===== src/rtl/hamming_pkg.sv =====
// Shared constants, syndrome masks and controller state encoding for the
// Hamming(7,4) stream decoder.
package hamming_pkg;

   localparam int CW_W   = 7;
   localparam int DATA_W = 4;
   localparam int SYN_W  = 3;

   // Each mask selects the codeword bits covered by one syndrome bit.
   localparam logic [CW_W-1:0] SYN0_MASK = 7'b101_0101;
   localparam logic [CW_W-1:0] SYN1_MASK = 7'b110_0110;
   localparam logic [CW_W-1:0] SYN2_MASK = 7'b111_1000;

   typedef enum logic [1:0] {
      IDLE  = 2'd0,
      RUN   = 2'd1,
      DRAIN = 2'd2
   } state_t;

endpackage


===== src/rtl/hamming74_correct.sv =====
// Combinational Hamming(7,4) syndrome, single-bit correction and data extraction.
module hamming74_correct
   import hamming_pkg::*;
(
   input  logic [CW_W-1:0]   cw_i,
   output logic [DATA_W-1:0] data_o,
   output logic [SYN_W-1:0]  syn_o,
   output logic              err_o
);

   logic [CW_W-1:0] flip;
   logic [CW_W-1:0] fixed_cw;

   always_comb begin
      syn_o[0] = ^(cw_i & SYN0_MASK);
      syn_o[1] = ^(cw_i & SYN1_MASK);
      syn_o[2] = ^(cw_i & SYN2_MASK);
      err_o    = (syn_o != 3'd0);
      // A nonzero syndrome is the 1-based position of the bad bit.
      flip     = err_o ? (CW_W'(1) << (syn_o - 3'd1)) : '0;
      fixed_cw = cw_i ^ flip;
      data_o   = {fixed_cw[2], fixed_cw[4], fixed_cw[5], fixed_cw[6]};
   end

endmodule


===== src/rtl/hamming_stream_ctrl.sv =====
// Enable/drain controlled two-stage Hamming(7,4) decode pipeline with saturating
// statistics. Define HAM_ERR_LOG_EN to add the last-syndrome log outputs.
module hamming_stream_ctrl
   import hamming_pkg::*;
#(
   parameter int CNT_W = 16
) (
   input  logic              clk,
   input  logic              rst,
   input  logic              en,
   input  logic              clr,
   input  logic              in_valid,
   output logic              in_ready,
   input  logic [CW_W-1:0]   cw_in,
   output logic              out_valid,
   input  logic              out_ready,
   output logic [DATA_W-1:0] data_out,
   output logic              err_flag,
   output logic              busy,
   output logic              done,
   output logic [CNT_W-1:0]  cw_cnt,
`ifdef HAM_ERR_LOG_EN
   output logic [SYN_W-1:0]  last_syn,
   output logic              last_pos_valid,
`endif
   output logic [CNT_W-1:0]  err_cnt
);

   state_t              state_q, state_d;
   logic                done_q, done_d;
   logic                s1_valid_q, s1_valid_d;
   logic [CW_W-1:0]     s1_cw_q, s1_cw_d;
   logic                s2_valid_q, s2_valid_d;
   logic [DATA_W-1:0]   s2_data_q, s2_data_d;
   logic                s2_err_q, s2_err_d;
   logic [CNT_W-1:0]    cw_cnt_q, cw_cnt_d;
   logic [CNT_W-1:0]    err_cnt_q, err_cnt_d;
   logic                s2_adv, s1_adv, in_fire, out_fire;
   logic [DATA_W-1:0]   cor_data;
   logic                cor_err;
`ifdef HAM_ERR_LOG_EN
   logic [SYN_W-1:0]    cor_syn;
   logic [SYN_W-1:0]    s2_syn_q, s2_syn_d;
   logic [SYN_W-1:0]    last_syn_q, last_syn_d;
   logic                last_pos_valid_q, last_pos_valid_d;
`else
   logic [SYN_W-1:0]    syn_unused;
`endif

   hamming74_correct u_correct (
      .cw_i   (s1_cw_q),
      .data_o (cor_data),
`ifdef HAM_ERR_LOG_EN
      .syn_o  (cor_syn),
`else
      .syn_o  (syn_unused),
`endif
      .err_o  (cor_err)
   );

   always_comb begin
      state_d = state_q;
      done_d  = 1'b0;
      case (state_q)
         IDLE:  if (en) state_d = RUN;
         RUN:   if (!en) state_d = DRAIN;
         DRAIN: begin
            if (en) begin
               state_d = RUN;
            end else if (!s1_valid_q && !s2_valid_q) begin
               state_d = IDLE;
               done_d  = 1'b1;
            end
         end
         default: state_d = IDLE;
      endcase
   end

   // Valid/ready: a beat moves when the sender's valid and the receiver's
   // ready are both high at a clock edge; in_ready never looks at in_valid.
   always_comb begin
      s2_adv   = !s2_valid_q || out_ready;
      s1_adv   = s1_valid_q && s2_adv;
      in_ready = (state_q == RUN) && (!s1_valid_q || s2_adv);
      in_fire  = in_valid && in_ready;
      out_fire = s2_valid_q && out_ready;

      s1_valid_d = s1_valid_q;
      s1_cw_d    = s1_cw_q;
      if (in_fire) begin
         s1_valid_d = 1'b1;
         s1_cw_d    = cw_in;
      end else if (s1_adv) begin
         s1_valid_d = 1'b0;
      end

      s2_valid_d = s2_valid_q;
      s2_data_d  = s2_data_q;
      s2_err_d   = s2_err_q;
      if (s2_adv) begin
         s2_valid_d = s1_valid_q;
         if (s1_valid_q) begin
            s2_data_d = cor_data;
            s2_err_d  = cor_err;
         end
      end
   end

`ifdef HAM_ERR_LOG_EN
   always_comb begin
      s2_syn_d         = (s1_adv) ? cor_syn : s2_syn_q;
      last_syn_d       = last_syn_q;
      last_pos_valid_d = last_pos_valid_q;
      if (clr) begin
         last_syn_d       = '0;
         last_pos_valid_d = 1'b0;
      end else if (out_fire && s2_err_q) begin
         last_syn_d       = s2_syn_q;
         last_pos_valid_d = 1'b1;
      end
   end
`endif

   // Counters stick at all-ones; clr wins over a same-cycle delivery.
   always_comb begin
      cw_cnt_d  = cw_cnt_q;
      err_cnt_d = err_cnt_q;
      if (clr) begin
         cw_cnt_d  = '0;
         err_cnt_d = '0;
      end else if (out_fire) begin
         if (cw_cnt_q != '1) cw_cnt_d = cw_cnt_q + CNT_W'(1);
         if (s2_err_q && (err_cnt_q != '1)) err_cnt_d = err_cnt_q + CNT_W'(1);
      end
   end

   always_ff @(posedge clk) begin
      if (rst) begin
         state_q    <= IDLE;
         done_q     <= 1'b0;
         s1_valid_q <= 1'b0;
         s1_cw_q    <= '0;
         s2_valid_q <= 1'b0;
         s2_data_q  <= '0;
         s2_err_q   <= 1'b0;
         cw_cnt_q   <= '0;
         err_cnt_q  <= '0;
`ifdef HAM_ERR_LOG_EN
         s2_syn_q         <= '0;
         last_syn_q       <= '0;
         last_pos_valid_q <= 1'b0;
`endif
      end else begin
         state_q    <= state_d;
         done_q     <= done_d;
         s1_valid_q <= s1_valid_d;
         s1_cw_q    <= s1_cw_d;
         s2_valid_q <= s2_valid_d;
         s2_data_q  <= s2_data_d;
         s2_err_q   <= s2_err_d;
         cw_cnt_q   <= cw_cnt_d;
         err_cnt_q  <= err_cnt_d;
`ifdef HAM_ERR_LOG_EN
         s2_syn_q         <= s2_syn_d;
         last_syn_q       <= last_syn_d;
         last_pos_valid_q <= last_pos_valid_d;
`endif
      end
   end

   assign out_valid = s2_valid_q;
   assign data_out  = s2_data_q;
   assign err_flag  = s2_err_q;
   assign busy      = (state_q != IDLE);
   assign done      = done_q;
   assign cw_cnt    = cw_cnt_q;
   assign err_cnt   = err_cnt_q;
`ifdef HAM_ERR_LOG_EN
   assign last_syn       = last_syn_q;
   assign last_pos_valid = last_pos_valid_q;
`endif

endmodule


===== config.mk =====
export PLATFORM = sky130hd
export DESIGN_NAME = hamming_stream_ctrl
export DESIGN_NICKNAME = d
export VERILOG_FILES = /design/src/rtl/hamming_pkg.sv /design/src/rtl/hamming74_correct.sv /design/src/rtl/hamming_stream_ctrl.sv
export SDC_FILE = /design/constraint.sdc
export NUM_CORES = 1
export LEC_CHECK = 0
export ABC_AREA = 0
export CAP_MARGIN = 20
export CORE_MARGIN = 3
export CORE_UTILIZATION = 35
export DETAILED_ROUTE_END_ITERATION = 16
export GPL_TIMING_DRIVEN = 0
export SYNTH_ARGS = -nofsm -noshare
export SYNTH_HDL_FRONTEND = slang
export SYNTH_SLANG_ARGS = --single-unit

===== constraint.sdc =====
create_clock -name clk -period 2.63 [get_ports clk]
set_input_delay 0.526 -clock clk [delete_from_list [all_inputs] [get_ports clk]]
set_output_delay 0.526 -clock clk [all_outputs]
set_load 0.01 [all_outputs]

==> impl_metrics.py, run 1 <==
metrics = {
    "synth": {
        "synth_edf_count": 0,
        "async_flop_share_pct": 0,
        "dominantRegCellSynth": "dfxtp_1",
        "synth_area_leaders": "dfxtp_1, or4_1, o31ai_1",
        "synth_largest_area_cell": "dfxtp_1",
        "yosysUniqueCellTypes": 39,
        "syn_inst": 285,
        "syn_area_per_cell_um2": 8.649,
        "synth_seq_cells": 49,
        "syn_nets": 301,
        "ys_seq_area_share_pct": 39.80,
        "synth_top_area_share_pct": 39.80,
        "synth.cell_area_um2": 2465,
        "ys_warn_count": 0,
    },
    "placement": {
        "place_ws_ps": -43.59,
        "io_buffers": 53,
        "place_congestion": 0.8013,
        "place_inst": 431,
        "post_dp_cell_area_um2": 3112,
        "place_hpwl_um": 4468,
    },
    "sta": {
        "setup_tns_ps": 0,
        "finClkSkew_ps": 4.823,
        "fin_crit_ps": 2479,
        "timing.final.ws_setup_ps": 151.4,
        "setup_viol": 0,
        "finalMaxSlewViolations": 0,
        "finalHoldViolations": 0,
        "rsz0062_at_grt": "no",
        "hold_slack_ps": 480.4,
        "timing.final.crit_share_pct": 94.24,
        "worst_pin_slew_ps": 938.0,
        "maxSlewHeadroom_pct": 36.89,
        "clock.fmax_ghz": 0.4035,
    },
    "drt": {
        "totalWireLength_um": 6032,
        "detail-route-antenna-nets": 0,
        "num_vias": 2415,
        "firstDrtPassIters": 4,
        "drt-initial-drc-count": 96,
        "detail_route.vias_per_cell": 5.501,
        "post_drt_wl_per_cell_um": 13.74,
        "drc": 0,
    },
    "finish": {
        "utilization_pct": 49.21,
        "layout.cells.non_filler": 439,
        "design_area_um2": 3232,
        "drive_above_1_share_pct": 4.913,
        "area_growth_pct": 31.12,
        "finalNetCount": 361,
        "seq_area_um2": 980.9,
        "multiInputGateArea_um2": 1425,
        "num_antenna_cells": 0,
        "nFillCells": 638,
    },
    "grt": {
        "antenna_found_initial": 0,
        "track_usage_pct": 14.81,
        "grt_pass1_wl_um": 10200,
        "grt_max_degree": 16,
        "grt_pass1_vias": 2220,
        "grt-ovfl-total": 0,
    },
    "pwr": {
        "pwr-share-clk_pct": 39.1,
        "p_per_area_nw_per_um2": 446.3,
        "ir_worst_vdd_uv": 278.0,
        "p_leak_nw": 0.9787,
        "power_mw": 1.443,
        "swShare_pct": 22.49,
        "p_comb_share_pct": 8.4,
        "power.switching_mw": 0.3245,
        "seqPwrFrac_pct": 52.5,
        "internal_power_mw": 1.118,
    },
    "cts": {
        "cts_buffers": 5,
        "cts_buffer_depth": 2,
        "cts.repair.resized": 0,
        "cts_setup_buffers": 0,
        "cts_tree": "built",
        "clk_pin_slew_ps": 90,
        "clk_latency_ps": 300,
        "htree_num_levels": 2,
        "cts_hold_buf": 0,
        "cts_sinks": 49,
        "cts-root-buf": "clkbuf_8",
    },
    "setup_path": {
        "arrival_ps": 1950,
        "crit_type": "input pin to output port",
        "r2r-start": "s1_cw_q[6]",
        "cpMostUsedCell": "clkdlybuf4s50_1",
        "crit_path_start_kind": "input pin",
        "endpoint": "in_ready",
        "cp_cell_sequence": "clkdlybuf4s50_1 -> nand3b_1 -> and2_1 -> clkdlybuf4s50_1",
        "slowest_delay_ps": 570,
        "r2r_setup_slack_ps": 310,
        "startpoint": "out_ready",
        "r2r_end": "data_out[0]",
        "worstRegToRegCells": 7,
        "cp-end-kind": "output port",
        "cp_slowest_cell": "clkdlybuf4s50_1",
        "critPathRequiredTime_ps": 2100,
        "cp_max_fo": 6,
    },
    "status": {
        "status": "completed",
    },
    "floorplan": {
        "core_um2": 6568,
        "die_area_um2": 8086,
        "die-width_um": 89.92,
        "initial_utilization_pct": 37.53,
        "die_h_um": 89.92,
        "io_pins": 54,
        "placementRows": 29,
    },
    "min_path": {
        "min_path_type": "flip-flop to flip-flop",
    },
    "run": {
        "cap_violations": 0,
    },
}
## sequential cells by signal, indices dropped and copies added (netlist names)
name        cells
cw_cnt         16
out_valid       1
s1_cw_q         7
state_q         2
s1_valid_q      1
data_out        4
done            1
err_cnt        16
err_flag        1
## final cells by class
type,instances,area share [%]
Multi-Input combinational cell,221,44.10
Sequential cell,49,30.35
Timing Repair Buffer,53,16.42
Tap cell,93,3.600
Clock buffer,6,2.555
Buffer,10,1.239
Clock inverter,2,1.161
Inverter,5,0.5807
## routing by layer
layer / track usage [%] / vias to the layer above / part of all wire [%]
li1: - / 1225 / -
met1: 19.41 / 1132 / 48
met2: 24.06 / 51 / 47
met3: 3.088 / 7 / 4.3
met4: 5.485 / 0 / 0.99
met5: 0 / - / 0
## power groups by stage
stage                     clock (mW)  sequential [mW]  combinational (mW)
after floorplan                    0            0.775              0.0738
after global placement             0            0.775               0.121
after detailed placement           0            0.775               0.122
after CTS                      0.586            0.758               0.123
after global routing           0.616            0.760               0.134
final                          0.563            0.758               0.121
## placed cells by master (no fill, tap or decap), types with 6 or more instances in the layout
cell | netlist | routed
clkdlybuf4s50_1 | 0 | 53
mux2i_1 | 10 | 10
nand2_1 | 17 | 17
nand3_1 | 16 | 16
clkbuf_8 | 0 | 6
nand4_1 | 12 | 12
xnor2_1 | 6 | 6
clkbuf_1 | 7 | 7
dfxtp_1 | 49 | 49
o31ai_1 | 20 | 20
nor2_1 | 17 | 17
or4_1 | 25 | 25
o21ai_0 | 8 | 8
a21oi_1 | 27 | 27
or3_1 | 9 | 9
## how the worst min path moves through the flow
| stage | depth (start not counted) | startpoint | endpoint | slack [ps] |
|---|---|---|---|---|
| 2_1_floorplan | 1 | state_q[0] | state_q[0] | 440 |
| 3_3_place_gp | 1 | state_q[1] | state_q[0] | 460 |
| 3_5_place_dp | 1 | state_q[1] | state_q[0] | 470 |
| 4_1_cts | 1 | state_q[1] | state_q[0] | 480 |
| 5_1_grt | 1 | state_q[1] | state_q[0] | 500 |
| 6_report | 1 | state_q[1] | state_q[0] | 480 |
## worst max-delay path, delay by kind of cell
kind	cells	cell delay, ps
AND/OR/NAND/NOR	2	320
buffers and inverters	2	1100
## Yosys cell counts, types with 3 or more instances
master,instances
nor2_1,17
or3_1,9
ha_1,3
o31ai_1,20
mux2i_1,10
a21oi_1,27
and2_1,3
nand2_1,17
clkbuf_1,7
nand3_1,16
dfxtp_1,49
inv_1,5
a311oi_1,5
nor4_1,5
o21ai_0,8
and4_1,3
nor2b_1,4
and3_1,3
xor2_1,3
xnor2_1,6
nand4_1,12
or2_2,4
or4_1,25
nor3_1,5
## logic make-up (layout without fill, tap and decap cells)
family	after synthesis	after routing	synth area share [%]
muxes	10	10	4.061
DFF	49	49	39.80
AOI/OAI and AO/OA	69	69	17.97
xor gates and xnor gates	10	10	3.858
and+or+nand+nor	129	129	30.41
adders and majority gates	3	3	1.523
buffers and inverters	15	76	2.386
(Power assumes the default switching activity.)
==> inputs of run 2 (changes only) <==
--- a/config.mk
+++ b/config.mk
@@ -8,8 +8,11 @@
 export ABC_AREA = 0
 export CAP_MARGIN = 20
+export CELL_PAD_IN_SITES_DETAIL_PLACEMENT = 0
+export CELL_PAD_IN_SITES_GLOBAL_PLACEMENT = 1
 export CORE_MARGIN = 3
 export CORE_UTILIZATION = 35
 export DETAILED_ROUTE_END_ITERATION = 16
 export GPL_TIMING_DRIVEN = 0
+export PLACE_DENSITY_LB_ADDON = 0.1
 export SYNTH_ARGS = -nofsm -noshare
 export SYNTH_HDL_FRONTEND = slang
==> constraint.sdc (replaced) <==
create_clock -name clk -period 2.63 [get_ports clk]
set_input_delay 0.526 -clock clk [delete_from_list [all_inputs] [get_ports clk]]
set_output_delay 0.526 -clock clk [all_outputs]
set_load 0.005 [all_outputs]
==> impl_metrics.py, run 2 (synthesis gave the netlist of run 1 again) <==
metrics = {
    "status": {
        "status": "completed",
    },
    "cts": {
        "cts_buffers": 5,
        "cts-root-buf": "clkbuf_8",
        "htree_num_levels": 2,
        "cts_setup_buffers": 0,
        "clk_latency_ps": 300,
        "cts_hold_buf": 0,
        "cts.repair.resized": 0,
        "cts_buffer_depth": 2,
        "cts_tree": "built",
        "clk_pin_slew_ps": 90,
        "cts_sinks": 49,
    },
    "drt": {
        "drt-initial-drc-count": 75,
        "totalWireLength_um": 6142,
        "num_vias": 2418,
        "detail-route-antenna-nets": 0,
        "detail_route.vias_per_cell": 5.508,
        "drc": 0,
        "firstDrtPassIters": 4,
        "post_drt_wl_per_cell_um": 13.99,
    },
    "setup_path": {
        "critical_path_buf_inv_count": 2,
        "cp_cell_sequence": "clkdlybuf4s50_1 -> nand3b_1 -> and2_1 -> clkdlybuf4s50_1",
        "crit_type": "input pin to output port",
        "cpMostUsedCell": "clkdlybuf4s50_1",
        "crit_path_start_kind": "input pin",
        "slowest_delay_ps": 590,
        "cp-end-kind": "output port",
        "crit_family": "buffers and inverters",
        "critPathRequiredTime_ps": 2100,
        "arrival_ps": 1940,
        "cp_slowest_cell": "clkdlybuf4s50_1",
        "cp_max_fo": 6,
    },
    "placement": {
        "place_congestion": 0.7909,
        "post_dp_cell_area_um2": 3112,
        "place_hpwl_um": 4513,
        "io_buffers": 53,
        "place_ws_ps": -58.85,
    },
    "sta": {
        "timing.final.ws_setup_ps": 168.4,
        "fin_crit_ps": 2462,
        "finalHoldViolations": 0,
        "finalMaxSlewViolations": 0,
        "hold_slack_ps": 479.9,
        "maxSlewHeadroom_pct": 44.28,
        "worst_pin_slew_ps": 828.2,
        "rsz0062_at_grt": "no",
        "setup_tns_ps": 0,
        "setup_viol": 0,
        "clock.fmax_ghz": 0.4062,
        "finClkSkew_ps": 6.149,
        "timing.final.crit_share_pct": 93.60,
    },
    "min_path": {
        "min_path_type": "flip-flop to flip-flop",
    },
    "grt": {
        "grt_pass1_wl_um": 10380,
        "antenna_found_initial": 0,
        "track_usage_pct": 15.27,
        "grt-ovfl-total": 0,
        "grt_pass1_vias": 2244,
        "grt_max_degree": 15,
    },
    "finish": {
        "area_growth_pct": 30.96,
        "drive_above_1_share_pct": 4.624,
        "num_antenna_cells": 0,
        "final_cell_mix": "clkdlybuf4s50_1, dfxtp_1, a21oi_1, or4_1, o31ai_1",
        "finalNetCount": 361,
        "design_area_um2": 3228,
        "mostFrequentLayoutCell": "clkdlybuf4s50_1",
    },
    "pwr": {
        "p_leak_nw": 0.9798,
        "ir_worst_vdd_uv": 238.5,
        "p_per_area_nw_per_um2": 447.9,
    },
    "floorplan": {
        "die_h_um": 89.92,
        "die_area_um2": 8086,
        "placementRows": 29,
        "initial_utilization_pct": 37.53,
        "die-width_um": 89.92,
        "core_um2": 6568,
        "io_pins": 54,
    },
    "run": {
        "cap_violations": 0,
    },
}
## run 2: changes by cell type in the layout (fill, tap and decap cells not counted)
cell and change:
clkbuf_1 +1, clkinvlp_4 -1
## run 2: through the flow
stage / cells / total power [mW] / utilization [%]
finish: 439 / 1.446 / 49.15
CTS: 439 / 1.467 / 49.15
detailed placement: 431 / 0.8967 / 47.38
floorplan: 285 / 0.8469 / -
global route: 439 / 1.513 / 49.15
global placement: 431 / 0.8955 / 47.38
## run 2: area by class of cell
type                       count  area [µm²]
clock buffer                   7       86.33
clock inverter                 1       30.03
inverter                       5       18.77
sequential                    49       980.9
timing repair buffer          53       530.5
tap                           93       116.4
multi-input combinational    221        1425
fill                         647        3339
buffer                        10       40.04
## run 2: metal layers
layer	vias up	part of all wire [%]	GRT usage, %
met5	-	0	0
met2	52	45	24.19
li1	1232	-	-
met4	0	1.2	5.485
met3	7	4.7	3.756
met1	1127	49	20.23
## run 2: power by group
part	switching, mW	total (mW)	internal [mW]	leakage, nW
combinational	0.0614	0.121	0.0592	0.526
clock	0.257	0.567	0.310	0.0585
sequential	0.00806	0.758	0.750	0.396
## run 2: path summary, 6_finish.rpt
path | start | end | slack [ps] | cells after the start
worst min-delay path | state_q[1] | state_q[0] | 480 | 1
worst max register to register | s1_cw_q[6] | data_out[0] | 270 | 7
worst min register to register | state_q[1] | state_q[0] | 480 | 1
worst max-delay path | out_ready | in_ready | 170 | 4
## run 2: worst register-to-register path: cells and delay by family (launching register included)
| family | cells | cell delay [ps] |
|---|---|---|
| AND/OR/NAND/NOR | 3 | 790 |
| XOR/XNOR | 2 | 480 |
| flip-flops | 1 | 450 |
| adder cells (fa/ha/maj) | 1 | 290 |
| AO/OA/AOI/OAI | 1 | 250 |
==> inputs of run 3 (changes only) <==
- CORE_MARGIN: 3 -> default
==> impl_metrics.py, run 3 (synthesis gave the netlist of run 1 again) <==
metrics = {
    "status": {
        "status": "completed",
    },
    "pwr": {
        "seqPwrFrac_pct": 56.9,
        "p_leak_nw": 0.9656,
        "ir_worst_vdd_uv": 251.8,
        "power.switching_mw": 0.3142,
        "swShare_pct": 23.59,
        "internal_power_mw": 1.018,
        "p_comb_share_pct": 8.9,
        "p_per_area_nw_per_um2": 416.0,
        "pwr-share-clk_pct": 34.2,
    },
    "sta": {
        "rsz0062_at_grt": "no",
        "worst_pin_slew_ps": 931.3,
        "maxSlewHeadroom_pct": 37.34,
        "finalMaxSlewViolations": 0,
        "timing.final.ws_setup_ps": 158.9,
        "fin_crit_ps": 2471,
        "setup_tns_ps": 0,
        "clock.fmax_ghz": 0.4047,
        "setup_viol": 0,
        "finalHoldViolations": 0,
        "timing.final.crit_share_pct": 93.96,
        "finClkSkew_ps": 3.911,
    },
    "grt": {
        "grt_pass1_vias": 2157,
        "track_usage_pct": 17.07,
        "antenna_found_initial": 0,
        "grt_max_degree": 14,
        "grt-ovfl-total": 0,
        "grt_pass1_wl_um": 10090,
    },
    "cts": {
        "cts_hold_buf": 0,
        "clk_latency_ps": 300,
        "cts-root-buf": "clkbuf_8",
        "cts_buffer_depth": 2,
        "cts_tree": "built",
        "cts.repair.resized": 0,
        "htree_num_levels": 2,
        "clk_pin_slew_ps": 90,
        "cts_buffers": 5,
        "cts_sinks": 49,
        "cts_setup_buffers": 0,
    },
    "finish": {
        "drive_above_1_share_pct": 4.348,
        "final_cell_mix": "clkdlybuf4s50_1, dfxtp_1, a21oi_1, or4_1, o31ai_1",
        "area_growth_pct": 29.90,
        "mostFrequentLayoutCell": "clkdlybuf4s50_1",
        "finalNetCount": 361,
        "num_antenna_cells": 0,
        "design_area_um2": 3202,
    },
    "drt": {
        "totalWireLength_um": 5961,
        "detail_route.vias_per_cell": 5.528,
        "num_vias": 2438,
        "detail-route-antenna-nets": 0,
        "drc": 0,
        "drt-initial-drc-count": 126,
        "firstDrtPassIters": 4,
        "post_drt_wl_per_cell_um": 13.52,
    },
    "setup_path": {
        "critical_path_buf_inv_count": 2,
        "cp-end-kind": "output port",
        "cp_slowest_cell": "clkdlybuf4s50_1",
        "worstRegToRegCells": 7,
        "r2r_end": "data_out[2]",
        "slowest_delay_ps": 600,
        "cpMostUsedCell": "clkdlybuf4s50_1",
        "crit_family": "buffers and inverters",
        "cp_cell_sequence": "clkdlybuf4s50_1 -> nand3b_1 -> and2_1 -> clkdlybuf4s50_1",
        "arrival_ps": 1950,
        "endpoint": "in_ready",
        "cp_max_fo": 6,
        "startpoint": "out_ready",
        "worst-path-stages": 4,
        "critPathRequiredTime_ps": 2100,
        "r2r_setup_slack_ps": 300,
        "crit_type": "input pin to output port",
        "r2r-start": "s1_cw_q[6]",
        "crit_path_start_kind": "input pin",
    },
    "placement": {
        "post_dp_cell_area_um2": 3115,
        "place_congestion": 0.7346,
        "place_ws_ps": -66.75,
        "place_hpwl_um": 4470,
        "io_buffers": 53,
    },
    "floorplan": {
        "die_h_um": 85.92,
        "placementRows": 30,
        "io_pins": 54,
        "core_um2": 6794,
        "die-width_um": 85.92,
        "die_area_um2": 7382,
        "initial_utilization_pct": 36.28,
    },
    "min_path": {
        "min_path_type": "flip-flop to flip-flop",
    },
    "run": {
        "cap_violations": 0,
    },
}
run 3: changes by cell type in the layout (fill, tap and decap cells not counted):
cell / before / now
bufinv_16: 1 / 0
run 3: per-stage QoR:
stage / util (%) / total power [mW] / hold slack, ps / std cells
final: 47.13 / 1.332 / 490.7 / 441
after floorplan: - / 0.8469 / 440.7 / 285
after CTS: 47.13 / 1.355 / 493.1 / 441
after detailed placement: 45.86 / 0.8958 / 477.7 / 434
after global routing: 47.13 / 1.401 / 520.0 / 441
after global placement: 45.86 / 0.8945 / 457.9 / 434
run 3: power by group through the flow:
stage	clock, mW	combinational, mW	sequential (mW)
after global routing	0.507	0.134	0.760
after detailed placement	0	0.120	0.776
final	0.455	0.119	0.758
after floorplan	0	0.0730	0.774
after CTS	0.476	0.121	0.758
after global placement	0	0.119	0.775
run 3: metal layers:
metal  GRT usage, %  vias up  share of wire, %
li1               -     1234                 -
met1          22.78     1153                50
met2          27.42       45                45
met3          3.946        6               4.4
met4          5.000        0               1.1
met5              0        -                 0
run 3: worst min-delay path by stage:
stage | start | end | depth (start not counted)
floorplan | state_q[0] | state_q[0] | 1
global placement | state_q[1] | state_q[0] | 1
detailed placement | state_q[1] | state_q[0] | 1
CTS | state_q[1] | state_q[0] | 1
global route | state_q[1] | state_q[0] | 1
finish | state_q[1] | state_q[0] | 1
run 3: final cells by class:
| cell class | count | area [µm²] |
|---|---|---|
| repair buffers | 53 | 530.5 |
| well taps | 96 | 120.1 |
| inverters | 5 | 18.77 |
| plain buffers | 10 | 40.04 |
| multi-input cells | 221 | 1425 |
| clock buffers | 7 | 86.33 |
| flip-flops and latches | 49 | 980.9 |
| fillers | 692 | 3592 |
